--- src/rtl/doodle_pkg.sv ---
// Shared definitions for the doodle game control stage and its renderer.
// Contents: the game-phase enum, platform geometry constants and the fixed
// platform table (left edge, top edge, scroll flag). Each platform's right
// edge is xlo + PLAT_W.
package doodle_pkg;

  typedef enum logic [1:0] {
    StInit = 2'd0,
    StUp   = 2'd1,
    StDown = 2'd2,
    StDone = 2'd3
  } state_e;

  localparam int unsigned NUM_PLATFORMS = 12;
  localparam int unsigned PLAT_W        = 64;
  localparam int unsigned PLAT_H        = 16;

  localparam logic [10:0] PLAT_XLO [NUM_PLATFORMS] = '{
    11'd256, 11'd374, 11'd600, 11'd200, 11'd256, 11'd374,
    11'd600, 11'd200, 11'd300, 11'd400, 11'd600, 11'd600
  };

  localparam logic [10:0] PLAT_TOP [NUM_PLATFORMS] = '{
    11'd200, 11'd490, 11'd330, 11'd100, 11'd470, 11'd145,
    11'd145, 11'd330, 11'd300, 11'd360, 11'd72,  11'd490
  };

  // 1: platform moves with v_counter, 0: fixed on screen.
  localparam logic PLAT_SCROLL [NUM_PLATFORMS] = '{
    1'b1, 1'b1, 1'b1, 1'b1, 1'b0, 1'b1,
    1'b1, 1'b1, 1'b1, 1'b1, 1'b1, 1'b1
  };

endpackage

--- src/rtl/platform_hit_detect.sv ---
// Combinational landing detector: reports whether the doodle's feet touch the
// top of any platform.
// Ports:
//   xpos, ypos  - doodle centre position (hCount / vCount)
//   v_counter   - current platform scroll offset
//   hit         - feet lie within HIT_WINDOW rows of a platform top, inside
//                 its horizontal span widened by the doodle radius
module platform_hit_detect
  import doodle_pkg::*;
#(
  parameter int unsigned DOODLE_RADIUS = 10,
  parameter int unsigned HIT_WINDOW    = 4
) (
  input  logic [9:0] xpos,
  input  logic [9:0] ypos,
  input  logic [9:0] v_counter,
  output logic       hit
);

  logic [10:0] foot_y;
  logic [10:0] x_reach;
  logic [10:0] top;

  // 11-bit sums keep every comparison free of overflow.
  always_comb begin
    foot_y  = {1'b0, ypos} + 11'(DOODLE_RADIUS);
    // xpos >= xlo - R rewritten as xpos + R >= xlo to avoid subtraction.
    x_reach = {1'b0, xpos} + 11'(DOODLE_RADIUS);
    top     = '0;
    hit     = 1'b0;
    for (int i = 0; i < NUM_PLATFORMS; i++) begin
      top = PLAT_TOP[i] + (PLAT_SCROLL[i] ? {1'b0, v_counter} : 11'd0);
      if ((foot_y >= top) && (foot_y <= top + 11'(HIT_WINDOW - 1)) &&
          (x_reach >= PLAT_XLO[i]) &&
          ({1'b0, xpos} <= PLAT_XLO[i] + 11'(PLAT_W + DOODLE_RADIUS))) begin
        hit = 1'b1;
      end
    end
  end

endmodule

--- src/rtl/doodle_game_fsm.sv ---
// Game-control FSM sitting upstream of the VGA drawing stage.
// Ports:
//   clk, rst                  - game clock, synchronous active-high reset
//   start                     - debounced start button level (edge detected here)
//   xpos, ypos, up_count      - doodle position and climb count from the drawer
//   q_I, q_Up, q_Down, q_Done - one-hot phase strobes
//   v_counter                 - platform scroll offset
//   score                     - saturating landing count
module doodle_game_fsm
  import doodle_pkg::*;
#(
  parameter int unsigned JUMP_HEIGHT   = 100,
  parameter int unsigned DOODLE_RADIUS = 10,
  parameter int unsigned FLOOR_Y       = 515,
  parameter int unsigned SCROLL_LINE   = 200,
  parameter int unsigned SCROLL_STEP   = 2,
  parameter int unsigned HIT_WINDOW    = 4
) (
  input  logic       clk,
  input  logic       rst,
  input  logic       start,
  input  logic [9:0] xpos,
  input  logic [9:0] ypos,
  input  logic [7:0] up_count,
  output logic       q_I,
  output logic       q_Up,
  output logic       q_Down,
  output logic       q_Done,
  output logic [9:0] v_counter,
  output logic [7:0] score
);

  state_e      state;
  logic        start_q;
  logic        start_rise;
  logic        hit_raw;
  logic        hit_q;
  logic [10:0] foot_y;

  platform_hit_detect #(
    .DOODLE_RADIUS(DOODLE_RADIUS),
    .HIT_WINDOW   (HIT_WINDOW)
  ) u_hit (
    .xpos     (xpos),
    .ypos     (ypos),
    .v_counter(v_counter),
    .hit      (hit_raw)
  );

  assign start_rise = start & ~start_q;
  assign foot_y     = {1'b0, ypos} + 11'(DOODLE_RADIUS);

  assign q_I    = (state == StInit);
  assign q_Up   = (state == StUp);
  assign q_Down = (state == StDown);
  assign q_Done = (state == StDone);

  always_ff @(posedge clk) begin
    // start_q tracks the button even in reset, so a button held through reset
    // is not seen as a fresh press afterwards.
    start_q <= start;
    if (rst) begin
      state     <= StInit;
      v_counter <= '0;
      score     <= '0;
      hit_q     <= 1'b0;
    end else begin
      // Cleared outside DOWN so a stale hit cannot fire on re-entry.
      hit_q <= (state == StDown) && hit_raw;
      unique case (state)
        StInit: begin
          v_counter <= '0;
          score     <= '0;
          if (start_rise) state <= StUp;
        end
        StUp: begin
          if (up_count >= 8'(JUMP_HEIGHT)) state <= StDown;
          if (ypos < 10'(SCROLL_LINE)) v_counter <= v_counter + 10'(SCROLL_STEP);
        end
        StDown: begin
          // A landing wins over the floor check in the same cycle.
          if (hit_q) begin
            state <= StUp;
            if (score != 8'hFF) score <= score + 8'd1;
          end else if (foot_y > 11'(FLOOR_Y)) begin
            state <= StDone;
          end
        end
        StDone: begin
          if (start_rise) begin
            state     <= StInit;
            v_counter <= '0;
            score     <= '0;
          end
        end
        default: state <= StInit;
      endcase
    end
  end

endmodule
--- config.mk ---
export PLATFORM = sky130hd
export DESIGN_NAME = doodle_game_fsm
export DESIGN_NICKNAME = d
export VERILOG_FILES = /design/src/rtl/doodle_pkg.sv /design/src/rtl/platform_hit_detect.sv /design/src/rtl/doodle_game_fsm.sv
export SDC_FILE = /design/constraint.sdc
export NUM_CORES = 1
export LEC_CHECK = 0
export ABC_CLOCK_PERIOD_IN_PS = 7200
export CORE_MARGIN = 1
export CORE_UTILIZATION = 47
export CTS_CLUSTER_SIZE = 12
export DETAILED_ROUTE_END_ITERATION = 8
export MAX_ROUTING_LAYER = met4
export PLACE_DENSITY = 0.67
export SETUP_SLACK_MARGIN = 0.3
export SYNTH_ARGS = -nofsm -noshare
export SYNTH_HDL_FRONTEND = slang
export SYNTH_HIERARCHICAL = 1
export SYNTH_SLANG_ARGS = --single-unit
--- constraint.sdc ---
create_clock -name clk -period 7.2 [get_ports clk]
set_clock_uncertainty 0.1 [all_clocks]
set_input_delay 0.72 -clock clk [delete_from_list [all_inputs] [get_ports clk]]
set_output_delay 0.72 -clock clk [all_outputs]
set_load 0.05 [all_outputs]
==> summary by stage, run 1 <==
Status
The run finished with clean final reports.

Yosys
Of the total synthesized cell area, the portion taken by XOR and XNOR cells is 0.147. Of all flip-flops after synthesis, the portion carrying an async set or reset was 0. The synthesized design contains 21 register bits.

After synthesis the cells add up to 0.00678 sq mm. The leading register cell type out of synthesis is sky130_fd_sc_hd__dfxtp_1. The number of warnings printed during yosys synthesis is 6. The synthesized design contains 0 enable-type register cells. The per-instance average area after synthesis is 7.57 sq um. In the post-synthesis netlist, the biggest area contributors are sky130_fd_sc_hd__ha_1 (29%), sky130_fd_sc_hd__xnor2_1 (8.4%), sky130_fd_sc_hd__xor2_1 (6.3%). For this run, the register share of the synthesized area comes to 0.0620. The instance count of the mapped netlist is 896. The complex-gate fraction of the synthesized area is 0.243.

After synthesis, the largest family of logic cells by area is adder cells. The multiplexer area fraction after synthesis is 0.00627. The cell taking the most area after synthesis is sky130_fd_sc_hd__ha_1. After synthesis, the netlist uses 78 different library cells.

Of the post-synthesis cell area, the dominant cell type holds 0.286. The simple logic cell fraction of the synthesized area is 0.206. The adder-cell share of the synthesized area is 0.286.

Floorplanning
The number of placement rows is 43. The initial utilization of the core area, before any placement, comes to 0.485. In this run the standard cell core region covers 0.0140 sq mm.

The chip height is 122 um. The die covers 0.0149 sq mm. The die span in x is 122 um. For this design the top-level I/O count stands at 53.

Cells and area
The post-route core utilization is 0.539. Leaving out fill and tap cells, the most frequent cell in the layout is sky130_fd_sc_hd__ha_1. The area growth from synthesis to layout is 11.1%. The number of nets at the end of the flow is roughly 1100.

Of the cells placed in the final design, the portion with a size suffix greater than 1 is 0.0398. The top cell types in the final layout, fill and taps aside, are sky130_fd_sc_hd__ha_1 (155), sky130_fd_sc_hd__nor2_1 (73), sky130_fd_sc_hd__nand2_1 (66), sky130_fd_sc_hd__xnor2_1 (64), sky130_fd_sc_hd__a21oi_1 (55). The number of antenna diodes in the final layout is 0. The layout filler cell count is about 1400.

Global routing
The via count of the first global-routing pass is between 6000 and 7000. The total routing usage reported by global routing is 0.258. The number of antenna violations at the first check in global routing came to 0.

For met3 alone, demand over resource in global routing was 0.0159. The aggregate global routing overflow is 0. For this run, global-route usage on met2 was measured as 0.428. For this run, global-route usage on met1 was measured as 0.344. The largest net degree at the start of global routing is 26. The global-route wire length before repair is between 30000 and 40000 um. In this run the most used layer during global routing was met2.

Route
The number of search-and-repair iterations in the first detailed-routing pass is 5. After detailed routing, the number of remaining DRC violations is 0. The detailed router placed 6525 vias in this run. The DRC violation total after the first TritonRoute iteration is 373. The total detailed-routing wirelength is 18100 um.

In the final routed layout, each cell accounts on average for 16.4 um. The post-detailed-route via-to-cell ratio is 5.88. The count of nets left with antenna violations once routing finished came out at 0.

Timing
The highest attainable clock frequency is around 0.19 GHz. The sum of negative setup slack is 0 ns. At the pin with the least slew margin, the transition time is about 0.92 ns.

The count of endpoints failing hold in the final timing report came to 0. Dividing the final minimum period by the clock period gives 0.720. The worst path in the final design needs a cycle of 5.18 ns, including I/O delays and setup. Setup violations remaining at the end of the flow were counted as 0. The final-report max-slew violation count is 0. Setup repair after global routing left no endpoint under its margin. Measured against its own limit, the worst slew margin works out to 0.388.

Clocking
The post-cts sizing count is 0. The clock net sink count is 21. The worst-skew pair later-pin latency is approximately 0.26 ns. The cell at the root of the clock tree is sky130_fd_sc_hd__clkbuf_16. The clock transition at the register clock pins on the worst setup and hold paths after CTS is 0.06 ns. The number of H-tree levels is 1. Post-CTS timing repair inserted 0 buffers for setup.

The maximum clock insertion buffer count is 2. The CTS tree is done. Buffers inserted during clock tree synthesis total 3. Hold repair after CTS inserted 0 buffers.

Setup path
STA classifies the critical path endpoint as a flop. The highest net fanout along the worst path is 18. On the critical path, the stage with the largest delay is an instance of sky130_fd_sc_hd__dfxtp_1. The kind of cell with the highest combined delay along the critical path is compound AO/OA/AOI/OAI gates.

The worst setup path is of the reg -> reg kind. The worst setup path is launched from a flop. The signal on the critical path passes through inv_1, ha_1, a21oi_1, xnor2_1, inv_1, or3_1, nor3_1, xnor2_1, ha_1, nand4_1, a311oi_1, or3_1, a32o_1, o211ai_1, a221oi_2, o2111ai_1, and3_1.

Data arrives at the worst endpoint at 5.23 ns. The number of buffers and inverters on the critical path is 2. The largest incremental delay on the critical path is just over 0.8 ns.

The data required time of the worst path is 7.25 ns.

Power
The power per cell area is ~75 mW/mm^2. The design draws 0.564 mW. VDD sags by at most 0.128 mV. For this design the static power due to leakage is 3.21 nW.

Place
After legalization and detailed placement, the total HPWL measured 14300 um. In this run the tool buffered the top-level ports with between 40 and 50 buffer cells. The congestion estimate from routability-driven global placement came to 0.894.

Hold path
The tightest min-delay check is of the reg -> reg type.

Flow run
Max-cap violations in this run came to 0.
logic make-up after synthesis:
group           Yosys count
simple gates            282
compound gates          240
buf+inv                  79
mux                       4
flops                    21
fa+ha+maj               155
xor+xnor                114
other cells               1
area by class of cell:
class	count	area [sq um]	share of cell area
clock buffers	4	78.8	0.0105
inverters	46	173	0.0229
multi-input cells	799	6070	0.806
flip-flops and latches	21	420	0.0558
well taps	180	225	0.0299
repair buffers	59	566	0.0751
routing by layer:
metal / up-vias / wire length (um)
met5: - / 0
met4: 0 / 292
met3: 19 / 668
met2: 123 / 8310
met1: 3015 / 8880
li1: 3368 / -
sequential cells by signal (all words and copies together), names as in the netlist:
name / count
v_counter: 9
score: 8
state: 2
hit_q: 1
start_q: 1
power by group:
part | leakage (nW) | switching [mW] | total, mW | internal [mW]
clock network | 0.0382 | 0.0431 | 0.119 | 0.0755
registers | 0.170 | 0.00557 | 0.124 | 0.119
logic | 3.01 | 0.190 | 0.321 | 0.131
total | 3.21 | 0.238 | 0.564 | 0.326
synth_stat cells, types with 4 or more instances:
library cell and count:
sky130_fd_sc_hd__a2111oi_0 4, sky130_fd_sc_hd__o31ai_1 4, sky130_fd_sc_hd__nand4_1 18, sky130_fd_sc_hd__nand3_1 24, sky130_fd_sc_hd__or3_1 10, sky130_fd_sc_hd__ha_1 155
sky130_fd_sc_hd__o21ai_1 5, sky130_fd_sc_hd__a211o_1 5, sky130_fd_sc_hd__a21o_1 22, sky130_fd_sc_hd__clkbuf_1 23, sky130_fd_sc_hd__o211ai_1 10, sky130_fd_sc_hd__a31oi_1 15
sky130_fd_sc_hd__nor2_1 73, sky130_fd_sc_hd__o2111ai_1 8, sky130_fd_sc_hd__nand2_1 66, sky130_fd_sc_hd__xnor2_1 65, sky130_fd_sc_hd__o41a_1 5, sky130_fd_sc_hd__inv_1 40
sky130_fd_sc_hd__nand2b_1 15, sky130_fd_sc_hd__o21a_1 14, sky130_fd_sc_hd__xor2_1 49, sky130_fd_sc_hd__inv_2 6, sky130_fd_sc_hd__nor2b_1 10, sky130_fd_sc_hd__and2_1 4
sky130_fd_sc_hd__nor3_1 23, sky130_fd_sc_hd__dfxtp_1 21, sky130_fd_sc_hd__a211oi_1 7, sky130_fd_sc_hd__or2_2 4, sky130_fd_sc_hd__a21oi_1 55, sky130_fd_sc_hd__a22oi_1 5
sky130_fd_sc_hd__nor4_1 8, sky130_fd_sc_hd__o21ai_0 41, sky130_fd_sc_hd__and3_1 9
path summary, 6_finish.rpt:
path           startpoint  endpoint  slack, ns  cells past startpoint
min reg2reg      score[5]  score[5]       0.44                      2
max reg2reg  v_counter[3]     hit_q       2.02                     17
max          v_counter[3]     hit_q       2.02                     17
min              score[5]  score[5]       0.44                      2
tightest hold or removal path, delay by kind of cell, from the launching register on:
kind	cells	cell delay, ns
and+or+nand+nor	1	0.07
DFF	1	0.36
xor gates and xnor gates	1	0.08
metrics by stage:
step / area [sq um] / cells / hold slack, ns / setup slack [ns]
after floorplan: 6790 / 899 / 0.435 / 2.76
after global placement: 7450 / 1105 / 0.430 / 2.17
after detailed placement: 7450 / 1105 / 0.425 / 2.10
after CTS: 7530 / 1109 / 0.445 / 2.03
after global routing: 7530 / 1109 / 0.488 / 1.67
final: 7530 / 1109 / 0.443 / 2.02
Note: power is estimated with default switching activity, not from simulation.
==> inputs of run 2 (changes only) <==
ABC_CLOCK_PERIOD_IN_PS = 5400   (was 7200)
clock period = 5.4 ns   (was 7.2 ns; I/O delays follow)
==> run 2 against run 1 <==
Cell count is 1.4% higher. First-iteration DRC count is 12% higher. Worst hold slack better by 0.00056 ns. Sequential power is 32% higher. Wire length is 1.4% higher. Flip-flop and latch count stayed put. Final area is 1.7% higher. Critical path depth is 3 lower. Combinational power is 36% higher. Worst setup slack worse by 1.3 ns. Critical endpoint unchanged.
==> summary by stage, run 2 (same netlist as run 1, synthesis figures left out) <==
Status
The flow ran to the end, and the final reports show no timing, DRC or antenna violations.

Place
The routability-driven placement congestion ratio came to 0.897 (+0.36%). The placed wire-length estimate after detailed placement came to 14800 um (+2.9%). The total of buffers placed on input and output ports is 49 (unchanged).

Setup path
The highest net fanout along the worst path is 7 (-11). The largest incremental delay on the critical path came to 0.71 ns (-0.10 ns). The data required time of the worst path is 5.45 ns (-1.80 ns). The critical setup path kind is in -> reg. Walking the worst path, the cells encountered are clkdlybuf4s50_1, ha_1, o21ai_1, xnor2_1, buf_4, ha_1, a21o_1, a2111oi_0, o21ai_1, o2111ai_1, nand2_1, a221oi_2, o2111ai_1, and3_1. The slowest cell on the critical path is sky130_fd_sc_hd__xnor2_1. The critical path data arrival time came to 4.77 ns (-0.46 ns).

The element type at the critical path start is a primary input. The worst setup path is captured at a flop.

Power
The net switching power figure is 0.319 mW (+34%). The total internal power is 0.439 mW (+35%). The standby leakage power is 3.30 nW (+2.7%). The maximum ir drop on the vdd rail is 0.141 mV (+9.8%). The sum of internal, switching and leakage power is 0.758 mW (+34%).

The relative contribution of combinational cells to total power is 0.577 (+0.008). The clock share of power came to 0.206 (-0.004). The register share of total power is 0.217 (-0.003). The net switching fraction of the power is 0.421 (-0.00131). The power per cell area is 98.9 mW/mm^2 (+32%).

Clocking
The hold buffer count at cts is 0 (unchanged). The worst-skew pair later-pin latency is 0.26 ns (about the same). The post-cts sizing count was 0 (unchanged). The clock transition at the register clock pins on the worst setup and hold paths after CTS came to 0.06 ns (about the same). The number of H-tree levels is 1 (unchanged). The maximum clock insertion buffer count was 2 (unchanged).

The total CTS buffers is 3 (unchanged). TritonCTS built the clock tree. The setup fix buffers added after clock tree synthesis is 0 (unchanged). The tree is rooted in a sky130_fd_sc_hd__clkbuf_16. The clock net sink count is 21 (unchanged).

Global routing
The via count of the first global-routing pass is 6100 (+0.91%). The aggregate global routing overflow is 0 (unchanged). The routing usage on met1 is 0.352 (+0.00807).

The met3 usage was 0.00983 (-0.00609). The met2 layer usage reported by global route is 0.423 (-0.00565). The global-route wire length before repair is 30400 um (+0.12%). The number of antenna violations at the first check in global routing is 0 (unchanged). The global routing stage identified its most utilized layer as met2.

The largest net degree at the start of global routing is 26 (unchanged). The total routing usage reported by global routing is 0.260 (+0.00203).

Floorplanning
The chip height is 122 um (unchanged). The standard cell core area is 0.0140 sq mm (unchanged). The die span in x was 122 um (unchanged). The initial core utilization is 0.485 (unchanged).

The area of the die was 0.0149 sq mm (unchanged). The number of placement rows is 43 (unchanged). The number of top-level pins is 53 (unchanged).

Timing
The slew at the pin with the worst max-slew slack is 0.931 ns (+0.0134 ns). Timing would allow up to 0.212 GHz. The relative slew slack is 0.375 (-0.0126).

Setup repair after global routing left no endpoint under its margin. Dividing the final minimum period by the clock period gives 0.875. The sum of negative setup slack is 0 ns (unchanged). The count of endpoints failing hold in the final timing report is 0 (unchanged). The final setup violation count was 0 (unchanged). The minimum period implied by the final worst setup slack is 4.72 ns.

The final-report max-slew violation count came to 0 (unchanged).

Route
The number of search-and-repair iterations in the first detailed-routing pass was 5 (unchanged). The number of remaining DRC errors is 0 (unchanged). The DRC violation total after the first TritonRoute iteration is 418 (+12%). The post-detailed-route via-to-cell ratio is 5.85 (-0.65%). The number of antenna-violating nets in the routed design is 0 (unchanged).

The via count was 6570 (+0.69%). The total detailed-routing wirelength is 18400 um (+1.4%). The wire length per cell after detailed routing is 16.4 um (about the same).

Cells and area
The multi-input combinational cell area came to 0.00607 sq mm (unchanged). The share of layout cells above drive strength 1 came to 0.0561 (+0.0163). The number of flip-flops in the largest register is 9 (unchanged). In the layout the commonest cells are sky130_fd_sc_hd__ha_1 (155), sky130_fd_sc_hd__nor2_1 (73), sky130_fd_sc_hd__nand2_1 (66), sky130_fd_sc_hd__xnor2_1 (64), sky130_fd_sc_hd__a21oi_1 (55). The largest registers in the layout are v_counter x9, score x8, state x2. The number of nets at the end of the flow came to 1131 (+1.3%).

The combined flip-flop and latch cell area was 420 sq um (unchanged). The signed area change from the synthesized netlist to the final layout is 13.0%. The antenna diode count is 0 (unchanged).

More flip-flops sit in one register than any other, and that register is v_counter. Leaving out fill and tap cells, the most frequent cell in the layout is sky130_fd_sc_hd__ha_1. The layout filler cell count was 1386 (unchanged).

Hold path
The worst min-delay path class is reg -> reg.

Flow run
The max-capacitance violation count is 0 (unchanged).
==> run 2: cell count changes in the layout (fill, tap and decap cells not counted) <==
cell,delta
sky130_fd_sc_hd__buf_4,+14
sky130_fd_sc_hd__buf_12,+1
sky130_fd_sc_hd__clkbuf_1,-1
sky130_fd_sc_hd__clkinv_2,+1
==> run 2: through the flow <==
step	std cells	utilization	cell area (sq um)	hold slack (ns)	setup WS, ns
CTS	1124	0.548	7660	0.450	0.810
detailed placement	1120	0.542	7580	0.431	0.544
global route	1124	0.548	7660	0.504	0.564
floorplan	899	-	6790	0.435	0.959
global placement	1120	0.542	7580	0.428	0.708
finish	1124	0.548	7660	0.444	0.676
==> run 2: worst paths after layout <==
path / slack, ns / endpoint / depth (start not counted) / from
hold / removal: 0.44 / score[5] / 2 / score[5]
hold reg to reg: 0.44 / score[5] / 2 / score[5]
setup reg to reg: 0.90 / hit_q / 16 / v_counter[2]
setup / recovery: 0.68 / hit_q / 14 / ypos[2]
==> run 2: layout make-up <==
class                           instances  area share
Tap cell                              180      0.0294
Inverter                               46      0.0225
Multi-Input combinational cell        799       0.793
Clock inverter                          1    0.000653
Sequential cell                        21      0.0549
Clock buffer                            3     0.00980
Timing Repair Buffer                   74      0.0902
==> run 2: layer usage <==
metal / part of all wire / wire length, um / vias to the layer above
met2: 0.45 / 8350 / 149
met3: 0.040 / 730 / 21
li1: - / - / 3393
met4: 0.021 / 387 / 0
met5: 0 / 0 / -
met1: 0.49 / 8920 / 3007
==> run 2: worst max-delay path: cells and delay by family <==
kind	cells	cell delay (ns)
and+or+nand+nor	2	0.30
buffers and inverters	2	0.92
AOI/OAI and AO/OA	7	1.72
adders and majority gates	2	0.57
xor gates and xnor gates	1	0.71
==> run 2: power by group through the flow <==
stage | sequential [mW] | clock [mW] | combinational [mW]
6_report | 0.164 | 0.156 | 0.438
5_1_grt | 0.165 | 0.164 | 0.491
4_1_cts | 0.164 | 0.158 | 0.435
3_5_place_dp | 0.168 | 0 | 0.432
3_3_place_gp | 0.168 | 0 | 0.428
2_1_floorplan | 0.170 | 0 | 0.296
==> inputs of run 3 (changes only) <==
GPL_TIMING_DRIVEN = 0   (was default)
SLEW_MARGIN = 30   (was default)
==> run 3 against run 2 <==
Clock power is essentially flat. Fmax shrank 1.3%. Worst hold slack worse by 0.0020 ns. Combinational power rose by 0.9%.
==> summary by stage, run 3 (same netlist as run 1, synthesis figures left out) <==
Status
The flow ran to the end, and the final reports show no timing, DRC or antenna violations.

Clocking
The clock net sink count is 21 (unchanged). The maximum clock insertion buffer count was 2 (unchanged). The worst-skew pair later-pin latency is 0.25 ns (about the same). The clock transition at the register clock pins on the worst setup and hold paths after CTS is 0.06 ns (about the same).

The setup fix buffers added after clock tree synthesis is 0 (unchanged). TritonCTS built the clock tree. The cell at the root of the clock tree is sky130_fd_sc_hd__clkbuf_16.

The number of H-tree levels came to 1 (unchanged). The total CTS buffers is 3 (unchanged).

Power
The net switching fraction of the power was 0.421 (about the same). The net switching power figure is 0.321 mW (+0.40%). The register share of total power is 0.214 (-0.003). The relative contribution of combinational cells to total power is 0.581 (+0.004).

The maximum ir drop on the vdd rail is 0.174 mV (+24%). The total internal power came to 0.441 mW (+0.55%). The power per cell area is 98.9 mW/mm^2 (about the same). The clock share of power came to 0.205 (about the same). The standby leakage power is 3.28 nW (-0.53%). The sum of internal, switching and leakage power came to 0.762 mW (+0.48%).

Floorplanning
The number of top-level pins is 53 (unchanged). The die span in x was 122 um (unchanged). The number of placement rows came to 43 (unchanged).

The chip height is 122 um (unchanged). The area of the die is 0.0149 sq mm (unchanged). The initial core utilization is 0.485 (unchanged). The standard cell core area is 0.0140 sq mm (unchanged).

Setup path
The cell family contributing the most delay on the critical path is compound AO/OA/AOI/OAI gates. The data required time of the worst path came to 5.45 ns (about the same). The critical path is of the reg -> reg type. STA classifies the critical path endpoint as a flop. STA classifies the critical path startpoint as a flop.

The largest incremental delay on the critical path is 0.48 ns (-0.23 ns). The reg2reg setup slack is 0.61 ns (-0.29 ns). The critical path data arrival time came to 4.83 ns (+0.06 ns).

The sum of buffers and inverters on the critical path is 4 (+2). The slowest cell on the critical path is sky130_fd_sc_hd__dfxtp_2. Walking the worst path, the cells encountered are buf_2, inv_1, ha_1, a21oi_1, xnor2_2, inv_1, or3_1, clkbuf_1, nor3_1, xnor2_1, ha_1, nand4_1, a311oi_1, or3_1, a32o_2, o211ai_1, a221oi_2, o2111ai_1, and3_1. The highest net fanout along the worst path is 12 (+5).

Global routing
The aggregate global routing overflow is 0 (unchanged). The via count of the first global-routing pass is 6274 (+2.9%). The total routing usage reported by global routing is 0.262 (+0.00220). The global-route wire length before repair was 30900 um (+1.7%). The number of antenna violations at the first check in global routing was 0 (unchanged). The largest net degree at the start of global routing came to 17 (-35%).

Flow run
The max-capacitance violation count is 0 (unchanged).

Timing
The slew at the pin with the worst max-slew slack is 0.811 ns (-0.120 ns). The highest attainable clock frequency is 0.209 GHz (-1.3%). The final-report max-slew violation count is 0 (unchanged). The tightest hold margin was 0.442 ns (-0.00203 ns). The minimum period implied by the final worst setup slack is 4.79 ns (+0.0630 ns). The final setup violation count came to 0 (unchanged). The count of endpoints failing hold in the final timing report is 0 (unchanged). The ratio of final minimum period to clock period is 0.887 (+0.0117). The sum of negative setup slack is 0 ns (unchanged). The relative slew slack came to 0.455 (+0.0803). Setup repair after global routing left no endpoint under its margin.

Route
The wire length per cell after detailed routing was 16.4 um (+0.25%). The number of remaining DRC errors is 0 (unchanged). The post-detailed-route via-to-cell ratio was 5.95 (+1.8%). The total detailed-routing wirelength is 18600 um (+0.96%). The via count is 6733 (+2.5%). The number of search-and-repair iterations in the first detailed-routing pass came to 5 (unchanged). The DRC violation total after the first TritonRoute iteration is 402 (-3.8%). The number of antenna-violating nets in the routed design came to 0 (unchanged).

Cells and area
The post-route core utilization is 0.551 (+0.00313). v_counter holds more flip-flops than any other register. From synthesis to final layout, the design area changed by 13.6%. In the layout the commonest cells are sky130_fd_sc_hd__ha_1 (155), sky130_fd_sc_hd__nor2_1 (73), sky130_fd_sc_hd__nand2_1 (66), sky130_fd_sc_hd__xnor2_1 (60), sky130_fd_sc_hd__a21oi_1 (55). The number of flip-flops in the largest register came to 9 (unchanged). The share of layout cells above drive strength 1 is 0.0515 (-0.00467). The library cell used most frequently in the layout, excluding fill and tap cells, is sky130_fd_sc_hd__ha_1. The number of nets at the end of the flow is 1139 (+0.71%).

The final cell count without fillers was 1132 (+0.71%). In the final layout, the registers with the most flip-flops are v_counter x9, score x8, state x2. The antenna diode count is 0 (unchanged).

Place
The placed instance count is 1128 (+0.71%). The placed wire-length estimate after detailed placement is 15100 um (+2.3%). The total of buffers placed on input and output ports came to 45 (-8.2%).

The routability-driven placement congestion ratio was 0.922 (+2.7%).

Hold path
The worst min-delay path class is reg -> reg.
## run 3: changes by cell type in the layout (fill, tap and decap cells not counted), moves of 2 or more
| cell | previous run | this run |
|---|---|---|
| sky130_fd_sc_hd__clkdlybuf4s50_1 | 49 | 45 |
| sky130_fd_sc_hd__buf_2 | 0 | 2 |
| sky130_fd_sc_hd__buf_6 | 0 | 5 |
| sky130_fd_sc_hd__dfxtp_1 | 21 | 19 |
| sky130_fd_sc_hd__xor2_4 | 0 | 3 |
| sky130_fd_sc_hd__xor2_1 | 48 | 46 |
| sky130_fd_sc_hd__dfxtp_2 | 0 | 2 |
| sky130_fd_sc_hd__xnor2_1 | 64 | 60 |
| sky130_fd_sc_hd__buf_1 | 0 | 3 |
| sky130_fd_sc_hd__xnor2_2 | 1 | 5 |
| sky130_fd_sc_hd__clkbuf_1 | 0 | 23 |
| sky130_fd_sc_hd__buf_4 | 24 | 5 |
## run 3: layout make-up
type / instances / area [sq um]
timing repair buffer: 49 / 488
multi-input combinational: 799 / 6160
sequential: 21 / 423
tap: 180 / 225
buffer: 33 / 160
clock buffer: 4 / 78.8
inverter: 46 / 173
fill: 1388 / 6280
## run 3: layer usage
metal  part of all wire  vias to the layer above  wire length [um]  GRT usage
met4              0.014                        0               261     0.0556
met3              0.040                       18               736     0.0145
li1                   -                     3403                 -          -
met2               0.46                      159              8510      0.434
met5                  0                        -                 0          -
met1               0.49                     3153              9070      0.350
## run 3: path summary, 6_finish.rpt
check,to,cells past startpoint,start
setup reg to reg,hit_q,19,v_counter[3]
hold reg to reg,score[5],2,score[5]
hold / removal,score[5],2,score[5]
setup / recovery,hit_q,19,v_counter[3]
## run 3: power groups by stage
stage / clock, mW / sequential [mW] / combinational, mW
after detailed placement: 0 / 0.166 / 0.436
after CTS: 0.158 / 0.163 / 0.438
after floorplan: 0 / 0.170 / 0.296
after global placement: 0 / 0.166 / 0.420
after global routing: 0.165 / 0.163 / 0.498
final: 0.156 / 0.163 / 0.442
## run 3: stage by stage
stage | setup slack [ns] | area [sq um]
global placement | -1.29 | 7470
floorplan | 0.959 | 6790
detailed placement | 0.161 | 7610
CTS | 0.303 | 7690
global route | 0.326 | 7700
finish | 0.613 | 7700
## run 3: worst reg2reg max path, stage by stage (launching register included)
cell and delay [ns]:
sky130_fd_sc_hd__dfxtp_2 0.48, sky130_fd_sc_hd__buf_2 0.27, sky130_fd_sc_hd__inv_1 0.14, sky130_fd_sc_hd__ha_1 0.22, sky130_fd_sc_hd__a21oi_1 0.28, sky130_fd_sc_hd__xnor2_2 0.21, sky130_fd_sc_hd__inv_1 0.10, sky130_fd_sc_hd__or3_1 0.35
sky130_fd_sc_hd__clkbuf_1 0.20, sky130_fd_sc_hd__nor3_1 0.26, sky130_fd_sc_hd__xnor2_1 0.10, sky130_fd_sc_hd__ha_1 0.31, sky130_fd_sc_hd__nand4_1 0.15, sky130_fd_sc_hd__a311oi_1 0.23, sky130_fd_sc_hd__or3_1 0.14, sky130_fd_sc_hd__a32o_2 0.22
sky130_fd_sc_hd__o211ai_1 0.13, sky130_fd_sc_hd__a221oi_2 0.33, sky130_fd_sc_hd__o2111ai_1 0.26, sky130_fd_sc_hd__and3_1 0.20
## run 3: timing repair
item / in CTS / in global routing
hold endpoints to repair: 0 / 0
resized for setup: 2 / 5
hold buffers: 0 / 0
setup endpoints to repair: 1 / 1
